### src/rtl/gcd_operand_packer.sv
// gcd_operand_packer
//
// Packs a stream of words into (A, B) operand pairs for a GCD coprocessor and
// forwards the coprocessor results downstream through a one-entry buffer.
// Pairs are issued in arrival order (first word A, second word B). The number of
// issued-but-unreturned pairs is capped at MAX_OUT.
//
// Ports
//   clk, reset                 clock; synchronous active-low reset
//   in_val/in_bits/in_rdy      upstream word stream
//   operands_val/_bits_A/_bits_B/operands_rdy   pair request to coprocessor
//   result_val/result_bits/result_rdy           coprocessor response
//   out_val/out_bits/out_rdy   downstream result stream
//   outstanding                pairs currently in flight (0..MAX_OUT)
//   pairs_issued               total pairs issued, wraps at 16 bits
//
// in_rdy in the FULL state is combinationally derived from operands_rdy, so a
// new A word can be captured on the same edge the held pair leaves.

module gcd_operand_packer #(
  parameter int W       = 32,
  parameter int MAX_OUT = 4
) (
  input  logic         clk,
  input  logic         reset,
  input  logic         in_val,
  input  logic [W-1:0] in_bits,
  output logic         in_rdy,
  output logic         operands_val,
  output logic [W-1:0] operands_bits_A,
  output logic [W-1:0] operands_bits_B,
  input  logic         operands_rdy,
  input  logic         result_val,
  input  logic [W-1:0] result_bits,
  output logic         result_rdy,
  output logic         out_val,
  output logic [W-1:0] out_bits,
  input  logic         out_rdy,
  output logic [3:0]   outstanding,
  output logic [15:0]  pairs_issued
);

  localparam logic [1:0] WAIT_A = 2'd0;
  localparam logic [1:0] WAIT_B = 2'd1;
  localparam logic [1:0] FULL   = 2'd2;

  localparam logic [3:0] MAX_OUT_C = 4'(MAX_OUT);

  logic [1:0]   state_r;
  logic [1:0]   state_nxt_s;
  logic [W-1:0] a_r;
  logic [W-1:0] b_r;
  logic         out_val_r;
  logic [W-1:0] out_bits_r;
  logic [3:0]   outstanding_r;
  logic [15:0]  pairs_r;

  logic         slot_free_s;
  logic         operands_val_s;
  logic         in_rdy_s;
  logic         result_rdy_s;
  logic         out_val_s;
  logic         in_fire_s;
  logic         op_fire_s;
  logic         res_fire_s;
  logic         out_fire_s;
  logic         load_a_s;
  logic         load_b_s;

  // Handshake qualifiers; every ready/valid is forced low while reset is sampled
  // so nothing is issued or accepted in that cycle.
  always_comb begin
    slot_free_s    = (outstanding_r < MAX_OUT_C);
    operands_val_s = reset && (state_r == FULL) && slot_free_s;
    out_val_s      = reset && out_val_r;
    // A result may only be accepted if a pair is actually in flight.
    result_rdy_s   = reset && (outstanding_r != 4'd0) && (!out_val_r || out_rdy);
  end

  // Upstream ready: always open while a slot in the pair register is empty;
  // in FULL it opens only when the held pair leaves on this edge.
  always_comb begin
    in_rdy_s = 1'b0;
    if (!reset) begin
      in_rdy_s = 1'b0;
    end else begin
      case (state_r)
        WAIT_A:  in_rdy_s = 1'b1;
        WAIT_B:  in_rdy_s = 1'b1;
        FULL:    in_rdy_s = operands_val_s && operands_rdy;
        default: in_rdy_s = 1'b0;
      endcase
    end
  end

  // Transfer strobes for each channel.
  always_comb begin
    in_fire_s  = in_val && in_rdy_s;
    op_fire_s  = operands_val_s && operands_rdy;
    res_fire_s = result_val && result_rdy_s;
    out_fire_s = out_val_s && out_rdy;
  end

  // Pair FSM next state and which operand register captures the incoming word.
  always_comb begin
    state_nxt_s = state_r;
    load_a_s    = 1'b0;
    load_b_s    = 1'b0;
    case (state_r)
      WAIT_A: begin
        if (in_fire_s) begin
          state_nxt_s = WAIT_B;
          load_a_s    = 1'b1;
        end else begin
          state_nxt_s = WAIT_A;
        end
      end
      WAIT_B: begin
        if (in_fire_s) begin
          state_nxt_s = FULL;
          load_b_s    = 1'b1;
        end else begin
          state_nxt_s = WAIT_B;
        end
      end
      FULL: begin
        // in_fire implies op_fire here, so the new word starts the next pair.
        if (op_fire_s && in_fire_s) begin
          state_nxt_s = WAIT_B;
          load_a_s    = 1'b1;
        end else if (op_fire_s) begin
          state_nxt_s = WAIT_A;
        end else begin
          state_nxt_s = FULL;
        end
      end
      default: begin
        state_nxt_s = WAIT_A;
      end
    endcase
  end

  // FSM state register.
  always_ff @(posedge clk) begin
    if (!reset) begin
      state_r <= WAIT_A;
    end else begin
      state_r <= state_nxt_s;
    end
  end

  // Operand registers; only written on an accepted word, so they hold while stalled.
  always_ff @(posedge clk) begin
    if (!reset) begin
      a_r <= '0;
      b_r <= '0;
    end else begin
      if (load_a_s) begin
        a_r <= in_bits;
      end
      if (load_b_s) begin
        b_r <= in_bits;
      end
    end
  end

  // In-flight pair counter; simultaneous issue and return cancel out.
  always_ff @(posedge clk) begin
    if (!reset) begin
      outstanding_r <= 4'd0;
    end else begin
      case ({op_fire_s, res_fire_s})
        2'b10:   outstanding_r <= outstanding_r + 4'd1;
        2'b01:   outstanding_r <= outstanding_r - 4'd1;
        default: outstanding_r <= outstanding_r;
      endcase
    end
  end

  // Issued pair counter, free-running wrap at 16 bits.
  always_ff @(posedge clk) begin
    if (!reset) begin
      pairs_r <= 16'd0;
    end else if (op_fire_s) begin
      pairs_r <= pairs_r + 16'd1;
    end
  end

  // One-entry result buffer; a new result may replace one leaving on the same edge.
  always_ff @(posedge clk) begin
    if (!reset) begin
      out_val_r  <= 1'b0;
      out_bits_r <= '0;
    end else if (res_fire_s) begin
      out_val_r  <= 1'b1;
      out_bits_r <= result_bits;
    end else if (out_fire_s) begin
      out_val_r  <= 1'b0;
    end
  end

  assign in_rdy          = in_rdy_s;
  assign operands_val    = operands_val_s;
  assign operands_bits_A = a_r;
  assign operands_bits_B = b_r;
  assign result_rdy      = result_rdy_s;
  assign out_val         = out_val_s;
  assign out_bits        = out_bits_r;
  assign outstanding     = outstanding_r;
  assign pairs_issued    = pairs_r;

endmodule

### config.mk
export PLATFORM = sky130hd
export DESIGN_NAME = gcd_operand_packer
export DESIGN_NICKNAME = d
export VERILOG_FILES = /design/src/rtl/gcd_operand_packer.sv
export SDC_FILE = /design/constraint.sdc
export NUM_CORES = 1
export LEC_CHECK = 0
export ABC_AREA = 1
export CAP_MARGIN = 20
export CORE_MARGIN = 8
export CORE_UTILIZATION = 30
export DETAILED_ROUTE_END_ITERATION = 10
export PLACE_DENSITY_LB_ADDON = 0.15
export SETUP_SLACK_MARGIN = 0.1
export SYNTH_ARGS = -nofsm -noshare
export SYNTH_HDL_FRONTEND = slang
export SYNTH_SLANG_ARGS = --single-unit
### constraint.sdc
create_clock -name clk -period 5.1 [get_ports clk]
set_input_delay 0.51 -clock clk [delete_from_list [all_inputs] [get_ports clk]]
set_output_delay 0.51 -clock clk [all_outputs]
set_load 0.005 [all_outputs]
==> run metrics <==
global-route wire length before repair 26.9 mm; number of sinks on the clock net ~120; post-cts resize count 0; post-CTS setup-driven buffer insertion count 0; synthesized-area fraction occupied by ao, oa, aoi and oai cells 5.55%; final weighted congestion in routability-driven placement roughly 0.76; die outline area 0.0230 mm^2; simple-gate area share of the yosys netlist between 30% and 40%; post-synthesis async set-or-reset flop share 0%; worst vdd ir 0.237 mV; transition time at the pin with the least slew margin 975 ps; endpoint required time on the critical path around 4600 ps; via density per instance 4.24; Initial Util 30.6%; total negative slack 0 ps; count of filler cells inserted in the layout 1911; detailed-route via count 5292; normalized max-slew margin between 30% and 40%; length of the first detailed-routing pass in iterations 4; net count of the mapped netlist 914; cell total after placement about 1200; fraction of power consumed by the clock network approximately half; horizontal die dimension 152 um; Die H 152 um; Post-Synthesis Cells 839; type of the worst setup path primary input to output port; Critical Path, Cell by Cell buf_2 -> buf_4 -> nand3_4 -> nor2_4 -> nand2_2 -> nand2_2 -> clkdlybuf4s50_1; post-detailed-placement half-perimeter wirelength 11.8 mm; count of routing violations after the opening detailed-route iteration 248; post-route cell area 0.00813 mm^2; total of hold buffers inserted after clock tree synthesis 0; worst stage delay on the critical path about 640 ps; power per unit of standard cell area 321 mW/mm^2; fraction of the mapped netlist area in adder cells 1.27%; TritonCTS buffer count 17; Seq pwr share a little under two fifths; post-layout total power 2610 uW; detail-routed net length per standard cell between 10 and 15 um; Avg Cell Area, Syn 6.58 um^2; number of buffers on the longest clock path 2; final number of setup-violating endpoints 0; number of antenna diodes 0; clk_skew 6.34 ps; Post-Syn Area ~0.0055 mm^2; startpoint class of the critical path primary input; level count of the clock H-tree 4; top area cells in the synthesized netlist sky130_fd_sc_hd__dfxtp_1, sky130_fd_sc_hd__nand2_1, sky130_fd_sc_hd__inv_1, sky130_fd_sc_hd__nand4_1, sky130_fd_sc_hd__nor2_1; outcome finished clean; Boundary Pins 190; smallest hold slack 463 ps; Max Fclk 0.312 GHz; area of the core 0.0180 mm^2; Clock Root Buffer sky130_fd_sc_hd__clkbuf_16; final period demand of the worst path 3200 ps; total DRC errors in the routed layout 0; Placed Area 0.00751 mm^2; area delta synth->final 47.2%; biggest fanout along the worst timing path 80; ANT nets after route 0; Logic pwr share about an eighth; final non-filler cell total 1248; count of buffers inserted at the top-level ports 189; share of Yosys cell area claimed by the top area cell type 43.2%; leakage component of the power 0.00358 uW; proportion of synthesized chip area in sequential cells 43.2%; number of flops mapped to enable cells by yosys 0; Yosys Warn Count 0; Final Hold Viols 0; switching share of power 24.5%; fraction of synthesized area in multiplexers 0%; class of the tightest hold or removal check register to register; Routed Wire Length 17.0 mm; main combinational cell family by area after synthesis simple AND/OR/NAND/NOR gates; max cap viols 0; parity-gate share of the synthesized area counting xor and xnor cells 0.793%; leading area contributor after synthesis sky130_fd_sc_hd__dfxtp_1; CTS tree done; dominant register cell in the synthesized netlist sky130_fd_sc_hd__dfxtp_1; most common library cells after synthesis sky130_fd_sc_hd__nand2_1, sky130_fd_sc_hd__inv_1, sky130_fd_sc_hd__dfxtp_1, sky130_fd_sc_hd__nor2_1, sky130_fd_sc_hd__nand4_1; proportion of layout cells with a drive suffix above 1 5.79%; Worst-path clk slew 60 ps; crit path max-delay cell type sky130_fd_sc_hd__buf_4; final worst-path cycle share 62.8%; Setup crit end kind output port; cell with the most instances after synthesis sky130_fd_sc_hd__nand2_1; count of standard-cell rows a little under 50; number of synthesized register bits 119; Critical Path AT 2690 ps; number of antenna violations at the first check in global routing 0; Total Nets Final 1081; total routing resource utilization after global routing 15.0%; clock latency on the worst-skew pair 410 ps; Remaining Overflow, GRT 0; setup repair after global routing missed its margin no; post-synthesis cell type count 26; final number of max-transition violations 0; library cell appearing most often on the critical path sky130_fd_sc_hd__nand2_2; via count of the first global-routing pass between 5000 and 6000; switching power 638 uW; Internal Pwr Total 1970 uW; largest net degree at the start of global routing slightly above 80
==> worst max-delay path: cells and delay by family <==
family	cells	cell delay, ps
and+or+nand+nor	4	790
buffers and inverters	3	1350
==> through the flow <==
step / util, % / setup WS [ps]
2_1_floorplan: - / 2710
3_3_place_gp: 41.6 / 1830
3_5_place_dp: 41.6 / 1740
4_1_cts: 45.1 / 1870
5_1_grt: 45.1 / 1680
6_report: 45.1 / 1900
==> metal layers <==
layer | share of wire, % | routed length (um) | GRT usage [%]
met5 | 0 | 0 | 0
met3 | 9.8 | 1660 | 6.86
met1 | 45 | 7650 | 18.3
met2 | 44 | 7550 | 22.9
met4 | 1.1 | 179 | 4.85
==> flip-flops by register name (all words and copies together), names as in the netlist <==
name,cells
out_val_r,1
out_bits,32
operands_bits_B,32
state_r,2
outstanding,4
pairs_issued,16
operands_bits_A,32
==> logic make-up (layout without fill, tap and decap cells) <==
family	count (synthesis)	after routing
AND/OR/NAND/NOR	412	412
adder cells (fa/ha/maj)	5	5
flip-flops	119	119
buffers and inverters	237	417
AO/OA/AOI/OAI	61	61
XOR/XNOR	5	5
==> layout make-up <==
type / count / area (um^2) / area share (%)
clock buffers: 18 / 439 / 5.40
clock inverters: 14 / 181 / 2.23
inverters: 191 / 717 / 8.82
multi-input cells: 483 / 2200 / 27.1
flip-flops and latches: 119 / 2380 / 29.3
well taps: 229 / 287 / 3.53
repair buffers: 194 / 1920 / 23.6
==> worst paths after layout <==
check	startpoint	endpoint	slack, ps	cells past startpoint
hold / removal	out_bits[9]$_SDFFE_PN0P_	out_bits[9]$_SDFFE_PN0P_	460	2
hold reg to reg	out_bits[9]$_SDFFE_PN0P_	out_bits[9]$_SDFFE_PN0P_	460	2
setup / recovery	reset	in_rdy	1900	7
setup reg to reg	state_r[0]$_SDFF_PN0_	operands_bits_A[23]$_SDFFE_PN0P_	2310	9
==> cells in the final DEF, fill, tap and decap left out, drive strengths merged, types with 4 or more instances in the layout <==
cell type      netlist  routed
buf                 35       7
o21ai               11      11
clkinv               0       7
nand4               67      67
bufinv               0       4
ha                   4       4
clkdlybuf4s50        0     187
nand3               14      14
nand2              238     238
a21oi               49      49
clkbuf              11      18
inv                191     191
dfxtp              119     119
nor2                90      90
==> power groups by stage <==
stage | combinational, uW | sequential, uW | clock [uW]
2_1_floorplan | 173 | 1020 | 0
3_3_place_gp | 351 | 1020 | 0
3_5_place_dp | 352 | 1020 | 0
4_1_cts | 354 | 998 | 1300
5_1_grt | 393 | 1000 | 1350
6_report | 347 | 998 | 1260
Power figures use the tool's default switching activity.
==> edit, RTL diff (same settings) <==
Change the parameter `W` from 32 to 36.
--- a/src/rtl/gcd_operand_packer.sv
+++ b/src/rtl/gcd_operand_packer.sv
@@ -19,5 +19,5 @@
 
 module gcd_operand_packer #(
-  parameter int W       = 32,
+  parameter int W       = 36,
   parameter int MAX_OUT = 4
 ) (
Ports: changed (5 resized); port bits go from 190 to 210. No check against the original RTL was run, so the function may have changed too.
==> edit against the unedited design <==
Power is 1.9% higher; synthesized area is 10% higher; register-to-register slack worse by 0.34 ns; sequential cell count is 12 higher; critical path type is now reg2out; critical path depth is 1 lower; combinational power is 11% higher; worst setup slack worse by 0.47 ns; cell area is 8.7% higher; routed wire length is 8.9% higher; worst hold slack worse by 0.00085 ns.
==> edit: results (changes against the unedited design) <==
Multi-input gate area: 2410 µm² (was 2200 µm²)
ratio of cells with drive above 1 in the final layout: 4.31% (was 5.79%)
max incr delay on CP: 0.66 ns (was 0.64 ns)
syn avg cell area: 6.62 µm² (was 6.58 µm²)
hold-critical path endpoint: out_bits[4] (was out_bits[9])
clock skew: 0.0115 ns (was 0.00634 ns)
VDD IR max: 0.215 mV (was 0.237 mV)
worst-path fanout max: 76 (was 80)
first-pass GRT wire length: 29700 µm (was 26900 µm)
met1 wire length: 8540 µm (was 7650 µm)
Fillers: 2098 (was 1911)
outcome: finished, final reports clean (unchanged)
clk slew on worst S/H paths: 0.05 ns
hpwl dp: 12500 µm (was 11800 µm)
vias: 5836 (was 5292)
Hold WS: 0.462 ns (was 0.463 ns)
part of the Yosys area used for sequential elements: 43.0% (was 43.2%)
Critical Path Start Type: flip-flop (was input pin)
vias in the first global route: 5679 (was 5213)
dpl cell area: 8270 µm² (was 7510 µm²)
Leak: 3.87 nW (was 3.58 nW)
Distinct cells, synth: 27 (was 26)
largest net degree at the start of global routing: 88 (was 81)
flop2flop setup slack: 1.97 ns (was 2.31 ns)
routed len/inst: 13.4 µm (was 13.7 µm)
Syn Nets: 1004 (was 914)
Layout Nets: 1183 (was 1081)
commonest cells in the synthesized netlist: 260 x nand2_1, 208 x inv_1, 131 x dfxtp_1, 97 x nor2_1, 75 x nand4_1 (was 236 x nand2_1, 179 x inv_1, 119 x dfxtp_1, 89 x nor2_1, 67 x nand4_1)
Worst-Margin Slew: 1.07 ns (was 0.975 ns)
top post-synthesis cells by area: dfxtp_1 43%, nand2_1 16%, inv_1 13% (was dfxtp_1 43%, nand2_1 16%, inv_1 12%)
dpl ws: 1.82 ns (was 1.74 ns)
PortBufs: 209 (was 189)
met3 routed WL: 1840 µm (was 1660 µm)
DR vias/cell: 4.22 (was 4.24)
slowest CP cell: clkdlybuf4s50_1 (was buf_4)
Inst Count DP: 1351 (was 1216)
Worst Min Path Start: out_bits[4] (was out_bits[9])
1st-iter DRT viols: 232 (was 248)
gr usage total: 14.9% (was 15.0%)
-- edit: cell types whose count changed after synthesis, sizes merged --
cell    unedited run  this run
nor2              90        98
a21oi             49        53
buf               35        37
dfxtp            119       131
nand2            238       262
nand4             67        75
clkbuf            11        15
inv              191       211
-- edit: worst max-delay path: cells and delay by family (launching register included) --
family,cells,cell delay [ns]
buf+inv,2,1.26
simple gates,4,1.16
flops,1,0.30
-- edit: how the worst max path moves through the flow --
stage / start / end / slack (ns) / cells past startpoint
after floorplan: reset / outstanding[2] / 2.71 / 14
after global placement: state_r[0] / in_rdy / 1.82 / 6
after detailed placement: state_r[0] / in_rdy / 1.82 / 6
after CTS: state_r[0] / in_rdy / 1.38 / 6
after global routing: state_r[0] / in_rdy / 1.16 / 6
final: state_r[0] / in_rdy / 1.43 / 6
-- edit: area by class of cell --
type	instances	area share [%]
repair buffers	212	23.8
multi-input cells	527	27.3
well taps	270	3.82
inverters	211	8.96
clock buffers	18	4.97
clock inverters	14	1.46
flip-flops and latches	131	29.7
-- edit: cells by family after synthesis --
| group | after synthesis | synth area share, % |
|---|---|---|
| AND/OR/NAND/NOR | 452 | 32.2 |
| buffers and inverters | 263 | 17.6 |
| flip-flops | 131 | 43.0 |
| AO/OA/AOI/OAI | 65 | 5.35 |
| XOR/XNOR | 5 | 0.718 |
| adder cells (fa/ha/maj) | 5 | 1.15 |
-- edit: metal layers --
layer	global-route usage, %	vias up
met1	18.5	2546
met3	6.38	13
met5	0	-
met4	4.31	0
met2	23.0	154
li1	-	3123
-- edit: where the power goes --
group	internal, mW	total, mW	switching, mW
clock	0.689	1.17	0.486
combinational	0.190	0.386	0.196
sequential	1.07	1.10	0.0258
